===== src/rtl/bus_arbiter.sv =====
// bus_arbiter: serialises single-beat requests from two masters onto one bus.
// One-deep request slot per master, round-robin on ties, bounded bus locking.
`timescale 1ns/1ps
module bus_arbiter #(
   parameter int unsigned DW        = 32,
   parameter int unsigned AW        = 32,
   parameter int unsigned MAX_LOCK  = 8,
   parameter int unsigned LOCK_WAIT = 4
) (
   input  logic          clk,
   input  logic          reset,
   input  logic          m0_req,
   input  logic [AW-1:0] m0_addr,
   input  logic          m0_we,
   input  logic [DW-1:0] m0_wdata,
   input  logic          m0_lock,
   output logic          m0_busy,
   output logic          m0_ack,
   output logic [DW-1:0] m0_rdata,
   input  logic          m1_req,
   input  logic [AW-1:0] m1_addr,
   input  logic          m1_we,
   input  logic [DW-1:0] m1_wdata,
   input  logic          m1_lock,
   output logic          m1_busy,
   output logic          m1_ack,
   output logic [DW-1:0] m1_rdata,
   output logic [AW-1:0] bus_addr,
   output logic          bus_we,
   output logic [DW-1:0] bus_wdata,
   input  logic [DW-1:0] bus_rdata
);

   localparam int unsigned LCW = $clog2(MAX_LOCK + 1);
   localparam int unsigned WCW = $clog2(LOCK_WAIT + 1);

   typedef enum logic [1:0] {IDLE, ACCESS, WAIT} state_t;

   typedef struct packed {
      logic [AW-1:0] addr;
      logic          we;
      logic [DW-1:0] wdata;
      logic          lock;
   } slot_t;

   state_t         state, nextState;
   slot_t          reqSlot [2];
   logic [1:0]     reqIn;
   slot_t          slot [2];
   logic [1:0]     slotFull;
   logic [1:0]     slotClear;
   logic           lastGrant, nextLastGrant;
   logic           lockValid, nextLockValid;
   logic           lockOwner, nextLockOwner;
   logic [LCW-1:0] lockCount, nextLockCount;
   logic [WCW-1:0] waitCount, nextWaitCount;
   logic [1:0]     eligible;
   logic           grantValid;
   logic           grantSel;
   logic [AW-1:0]  busAddr;
   logic           busWe;
   logic [DW-1:0]  busWdata;
   logic [1:0]     ack;
   logic [DW-1:0]  rdata [2];

   // Gather per-master request inputs into indexable form
   assign reqIn      = {m1_req, m0_req};
   assign reqSlot[0] = {m0_addr, m0_we, m0_wdata, m0_lock};
   assign reqSlot[1] = {m1_addr, m1_we, m1_wdata, m1_lock};

   // State and arbitration bookkeeping registers
   always_ff @(posedge clk) begin
      if (!reset) begin
         state     <= IDLE;
         lastGrant <= 1'b1;
         lockValid <= 1'b0;
         lockOwner <= 1'b0;
         lockCount <= '0;
         waitCount <= '0;
      end else begin
         state     <= nextState;
         lastGrant <= nextLastGrant;
         lockValid <= nextLockValid;
         lockOwner <= nextLockOwner;
         lockCount <= nextLockCount;
         waitCount <= nextWaitCount;
      end
   end

   // Next-state, grant selection and lock bookkeeping
   always_comb begin
      nextState     = state;
      nextLastGrant = lastGrant;
      nextLockValid = lockValid;
      nextLockOwner = lockOwner;
      nextLockCount = lockCount;
      nextWaitCount = waitCount;
      eligible      = 2'b00;
      grantValid    = 1'b0;
      grantSel      = 1'b0;
      slotClear     = 2'b00;
      unique case (state)
         IDLE: begin
            eligible = slotFull;
            if (lockValid) begin
               if (slotFull[lockOwner]) begin
                  eligible            = 2'b00;
                  eligible[lockOwner] = 1'b1;
                  nextWaitCount       = '0;
               end else if (waitCount == WCW'(LOCK_WAIT - 1)) begin
                  // owner left its slot empty too long: drop lock, arbitrate now
                  nextLockValid = 1'b0;
                  nextLockCount = '0;
                  nextWaitCount = '0;
               end else begin
                  eligible      = 2'b00;
                  nextWaitCount = waitCount + WCW'(1);
               end
            end
            grantValid = |eligible;
            // both eligible: the master that did not win last time
            grantSel   = eligible[1] & (~eligible[0] | ~lastGrant);
            if (grantValid) begin
               nextState     = ACCESS;
               nextLastGrant = grantSel;
            end
         end
         ACCESS: nextState = WAIT;
         WAIT: begin
            nextState            = IDLE;
            slotClear[lastGrant] = 1'b1;
            nextWaitCount        = '0;
            if (slot[lastGrant].lock && ((lockCount + LCW'(1)) < LCW'(MAX_LOCK))) begin
               nextLockValid = 1'b1;
               nextLockOwner = lastGrant;
               nextLockCount = lockCount + LCW'(1);
            end else begin
               nextLockValid = 1'b0;
               nextLockCount = '0;
            end
         end
         default: nextState = IDLE;
      endcase
   end

   // Request slots: a new request in the clearing cycle wins over the clear
   always_ff @(posedge clk) begin
      if (!reset) begin
         slotFull <= '0;
         for (int n = 0; n < 2; n++) slot[n] <= '0;
      end else begin
         for (int n = 0; n < 2; n++) begin
            if (reqIn[n] && (!slotFull[n] || slotClear[n])) begin
               slot[n]     <= reqSlot[n];
               slotFull[n] <= 1'b1;
            end else if (slotClear[n]) begin
               slotFull[n] <= 1'b0;
            end
         end
      end
   end

   // Bus registers: loaded on grant, strobe dropped after ACCESS, zeroed after WAIT
   always_ff @(posedge clk) begin
      if (!reset) begin
         busAddr  <= '0;
         busWe    <= 1'b0;
         busWdata <= '0;
      end else if (grantValid) begin
         busAddr  <= slot[grantSel].addr;
         busWe    <= slot[grantSel].we;
         busWdata <= slot[grantSel].wdata;
      end else if (state == ACCESS) begin
         busWe    <= 1'b0;
      end else if (state == WAIT) begin
         busAddr  <= '0;
         busWe    <= 1'b0;
         busWdata <= '0;
      end
   end

   // Completion pulse and read-data capture for the granted master
   always_ff @(posedge clk) begin
      if (!reset) begin
         ack      <= '0;
         rdata[0] <= '0;
         rdata[1] <= '0;
      end else begin
         ack <= '0;
         if (state == WAIT) begin
            ack[lastGrant] <= 1'b1;
            if (!slot[lastGrant].we) rdata[lastGrant] <= bus_rdata;
         end
      end
   end

   assign m0_busy   = slotFull[0];
   assign m1_busy   = slotFull[1];
   assign m0_ack    = ack[0];
   assign m1_ack    = ack[1];
   assign m0_rdata  = rdata[0];
   assign m1_rdata  = rdata[1];
   assign bus_addr  = busAddr;
   assign bus_we    = busWe;
   assign bus_wdata = busWdata;

endmodule


===== config.mk =====
export PLATFORM = sky130hd
export DESIGN_NAME = bus_arbiter
export DESIGN_NICKNAME = d
export VERILOG_FILES = /design/src/rtl/bus_arbiter.sv
export SDC_FILE = /design/constraint.sdc
export NUM_CORES = 1
export LEC_CHECK = 0
export ABC_AREA = 1
export BUFFER_PORTS_ARGS = -buffer_cell sky130_fd_sc_hd__buf_2
export CORE_MARGIN = 3
export CORE_UTILIZATION = 35
export CTS_CLUSTER_DIAMETER = 120
export DETAILED_ROUTE_END_ITERATION = 7
export HOLD_SLACK_MARGIN = 0.02
export SYNTH_ARGS = -nofsm -noshare
export SYNTH_HDL_FRONTEND = slang
export SYNTH_SLANG_ARGS = --single-unit

===== constraint.sdc =====
create_clock -name clk -period 3.7 [get_ports clk]
set_clock_uncertainty 0.15 [all_clocks]
set_input_delay 0.74 -clock clk [delete_from_list [all_inputs] [get_ports clk]]
set_output_delay 0.74 -clock clk [all_outputs]
set_load 0.05 [all_outputs]

==> parameters.txt <==
Parameter                              Value

Power
  Internal power    5850 uW
  PD cells    544 nW/um^2
  Share of power burned in registers    0.453
  Share of total power in combinational logic    0.156
  Peak supply drop    0.000329 V
  Sw Ratio    0.281
  Overall power after layout    8150 uW
  Share of power burned in the clock network    0.391
  Leakage power summed over all cells    0.00733 uW
  Net switching power    2290 uW

Die
  Total core area    33,800 sq um
  Die Ht    192 microns
  Ports    301
  FP Rows    67
  Die width    192 microns
  Starting Density    0.357
  Overall die area    36,800 sq um

Drt
  Routed vias    8,736
  Final Routed Wirelength    29,600 microns
  Drt first-iter violations    409
  Post-DRT Antenna Nets    0
  First-pass iteration count of the detailed router    5
  DRC violation count after routing    0
  Average wire per cell in the routed design    15.2 microns
  Via/cell ratio    4.49

Finish
  Syn-to-layout area delta    24.1%
  Final cell area excluding filler cells    15,000 sq um
  Area taken by flip-flops and latches    7530 sq um
  Fraction of layout instances using a drive strength above 1    0.314
  Final-stage net count    1,644
  Total of fill cells in the finished design    3,244
  Number of diodes    0
  Area of combinational cells with multiple inputs    3430 sq um
  Highest-count cells in the layout ignoring fill and taps    sky130_fd_sc_hd__buf_2 (300), sky130_fd_sc_hd__nand2_1 (283), sky130_fd_sc_hd__edfxtp_1 (196)
  Leading cell type in the layout, fill and taps excluded    sky130_fd_sc_hd__buf_2

Worst hold path
  Hold Startpoint    m1_req
  Count of cells along the worst hold path    3
  Hold/Removal Path Class    primary input to flip-flop
  Worst Hold Path EP    slotFull[1]

Place
  Post-Place Setup Slack    812 ps
  Count of input and output buffers    300
  Detailed Place HPWL    19,600 microns
  Last weighted congestion value of the routability-driven placer    0.812
  Area of placed instances    13,900 sq um

Critical path
  Worst reg-to-reg setup slack    1240 ps
  Cells along the critical path    ha_1, inv_1, nor2_2, nand3_2, nand2_1, nand2_1, nand2_2, nand2_2, buf_12, nand2_1, nand2_1, nand2_1, nand2_1
  Critical register-to-register path endpoint    bus_addr[8]
  Capturing element type of the critical path    flip-flop
  Worst Path Max Fanout    35
  Cell count of the worst reg-to-reg path    13
  Critical path data arrival time    2750 ps
  Largest stage delay on the critical path    430 ps
  Critical path required time    4000 ps
  Critical path type    flip-flop to flip-flop
  CP delay by family, top    simple AND/OR/NAND/NOR gates
  Launch point of the worst reg-to-reg path    waitCount[0]
  Cell at the slowest stage of the critical path    sky130_fd_sc_hd__nand2_2
  Buffers plus inverters on the worst setup path    2
  Cell mode on critical path    sky130_fd_sc_hd__nand2_1
  Sort of element at the start of the critical path    flip-flop

CTS
  Clk slew on worst S/H paths    70 ps
  Number of buffers added by the clock tree synthesis step    30
  CTS tree    done
  Total number of clock tree sinks    278
  Setup fix buffers added after clock tree synthesis    0
  CTS resizes    0
  Max Root-Sink Buffers    3
  Post-CTS Hold Buffers    0
  CTS H-Tree Depth    1
  Clk Tree Root Cell    sky130_fd_sc_hd__clkbuf_16
  Clock insertion delay at the later pin of the skew report    550 ps

Synthesis
  Synth top area share    0.487
  Yosys warning count    0
  Sequential-to-total area share from yosys stat    0.623
  Post-synthesis instance area    12,100 sq um
  Unique cell type count in the Yosys netlist    31
  Cell count after synthesis    1,189
  Mean post-synth cell area    10.2 sq um
  Synth area leaders    sky130_fd_sc_hd__edfxtp_1 (49%), sky130_fd_sc_hd__dfxtp_1 (14%), sky130_fd_sc_hd__nand2_1 (8.9%)
  Post-synth top area cell    sky130_fd_sc_hd__edfxtp_1
  Post-synthesis net count    1,359
  Total of flip-flops plus latches after synthesis    278

Job
  Max Cap Viol    0

Global route
  Number of antenna violations at the first check in global routing    2
  Largest net degree at the start of global routing    67
  Via count of the first global-routing pass    8,735
  GRT Residual Overflow    0
  Overall fraction of global-route tracks in use    0.157
  First-pass GRT wire length    45,600 microns

STA
  Min Hold Slack    297 ps
  Post-layout worst setup margin    1240 ps
  Number of max-slew violations in the final report    0
  FMAX    407 MHz
  Ratio of final minimum period to clock period    0.664
  Slew margin rel.    0.334
  Worst-Margin Slew    998 ps
  Setup total negative slack    0 ps
  Count of final hold-check violations    0
  Number of setup violations in the final report    0
  Fin crit period    2460 ps
  RSZ-0062 raised after global routing    false

Status
  Run status    completed
-- stage by stage --
stage / util / instances
after floorplan: - / 1189
after global placement: 0.412 / 1890
after detailed placement: 0.412 / 1890
after CTS: 0.444 / 1946
after global routing: 0.444 / 1946
final: 0.444 / 1946
-- routing by layer --
layer  GRT usage  wire length, microns  up-vias  part of all wire
li1            -                     -     4309                 -
met1       0.202                 12400     4060              0.42
met2       0.272                 14300      318              0.48
met3      0.0259                  2250       45             0.076
met4      0.0426                   658        4             0.022
met5           0                    40        -            0.0014
-- area by class of cell --
cell class                 instances  area share
multi-input combinational        665       0.229
clock buffer                      35      0.0520
clock inverter                    21      0.0193
sequential                       278       0.502
inverter                         181      0.0453
timing repair buffer             318       0.115
tap                              448      0.0374
-- how the worst max path moves through the flow --
| stage | to | cells past startpoint | start |
|---|---|---|---|
| floorplan | slot[1][0] | 3 | reset |
| global placement | slot[1][59] | 5 | reset |
| detailed placement | slot[1][56] | 5 | reset |
| CTS | bus_addr[8] | 13 | waitCount[0] |
| global route | bus_addr[9] | 13 | waitCount[0] |
| finish | bus_addr[8] | 13 | waitCount[0] |
-- power groups by stage --
stage	Sequential (uW)	Clock (uW)	Combinational [uW]
floorplan	4080	0	607
global placement	3750	0	1290
detailed placement	3750	0	1290
CTS	3690	3270	1300
global route	3710	3400	1390
finish	3690	3190	1270
-- state kept, by name, indices dropped and copies added (netlist names), named ones only --
| register | cells |
|---|---|
| ack | 2 |
| bus_we | 1 |
| waitCount | 3 |
| slot | 132 |
| bus_addr | 32 |
| lockValid | 1 |
| lockOwner | 1 |
| slotFull | 2 |
| rdata | 64 |
| state | 2 |
| bus_wdata | 32 |
| lockCount | 4 |
| lastGrant | 1 |
-- synthesized netlist by cell type, drive strengths merged --
cell    count
nor4        1
buf        51
edfxtp    196
inv       181
nand2     291
nor3        4
or2         1
dfxtp      82
clkbuf     14
a31oi       1
xor2        2
mux2        1
nor2      205
ha          2
nand3     140
a21oi       8
o21ai       5
o21a        1
a211oi      1
nand4       2
-- logic make-up after synthesis --
family,Yosys count,share of synthesized area
AOI/OAI and AO/OA,16,0.00777
xor gates and xnor gates,2,0.00145
adders and majority gates,2,0.00207
buffers and inverters,246,0.0961
DFF,278,0.623
muxes,1,0.000932
and+or+nand+nor,644,0.268
-- tightest hold or removal path: stages --
cell and delay [ps]:
sky130_fd_sc_hd__buf_2 110, sky130_fd_sc_hd__inv_1 40, sky130_fd_sc_hd__a21oi_1 60
Note: power is estimated with default switching activity, not from simulation.
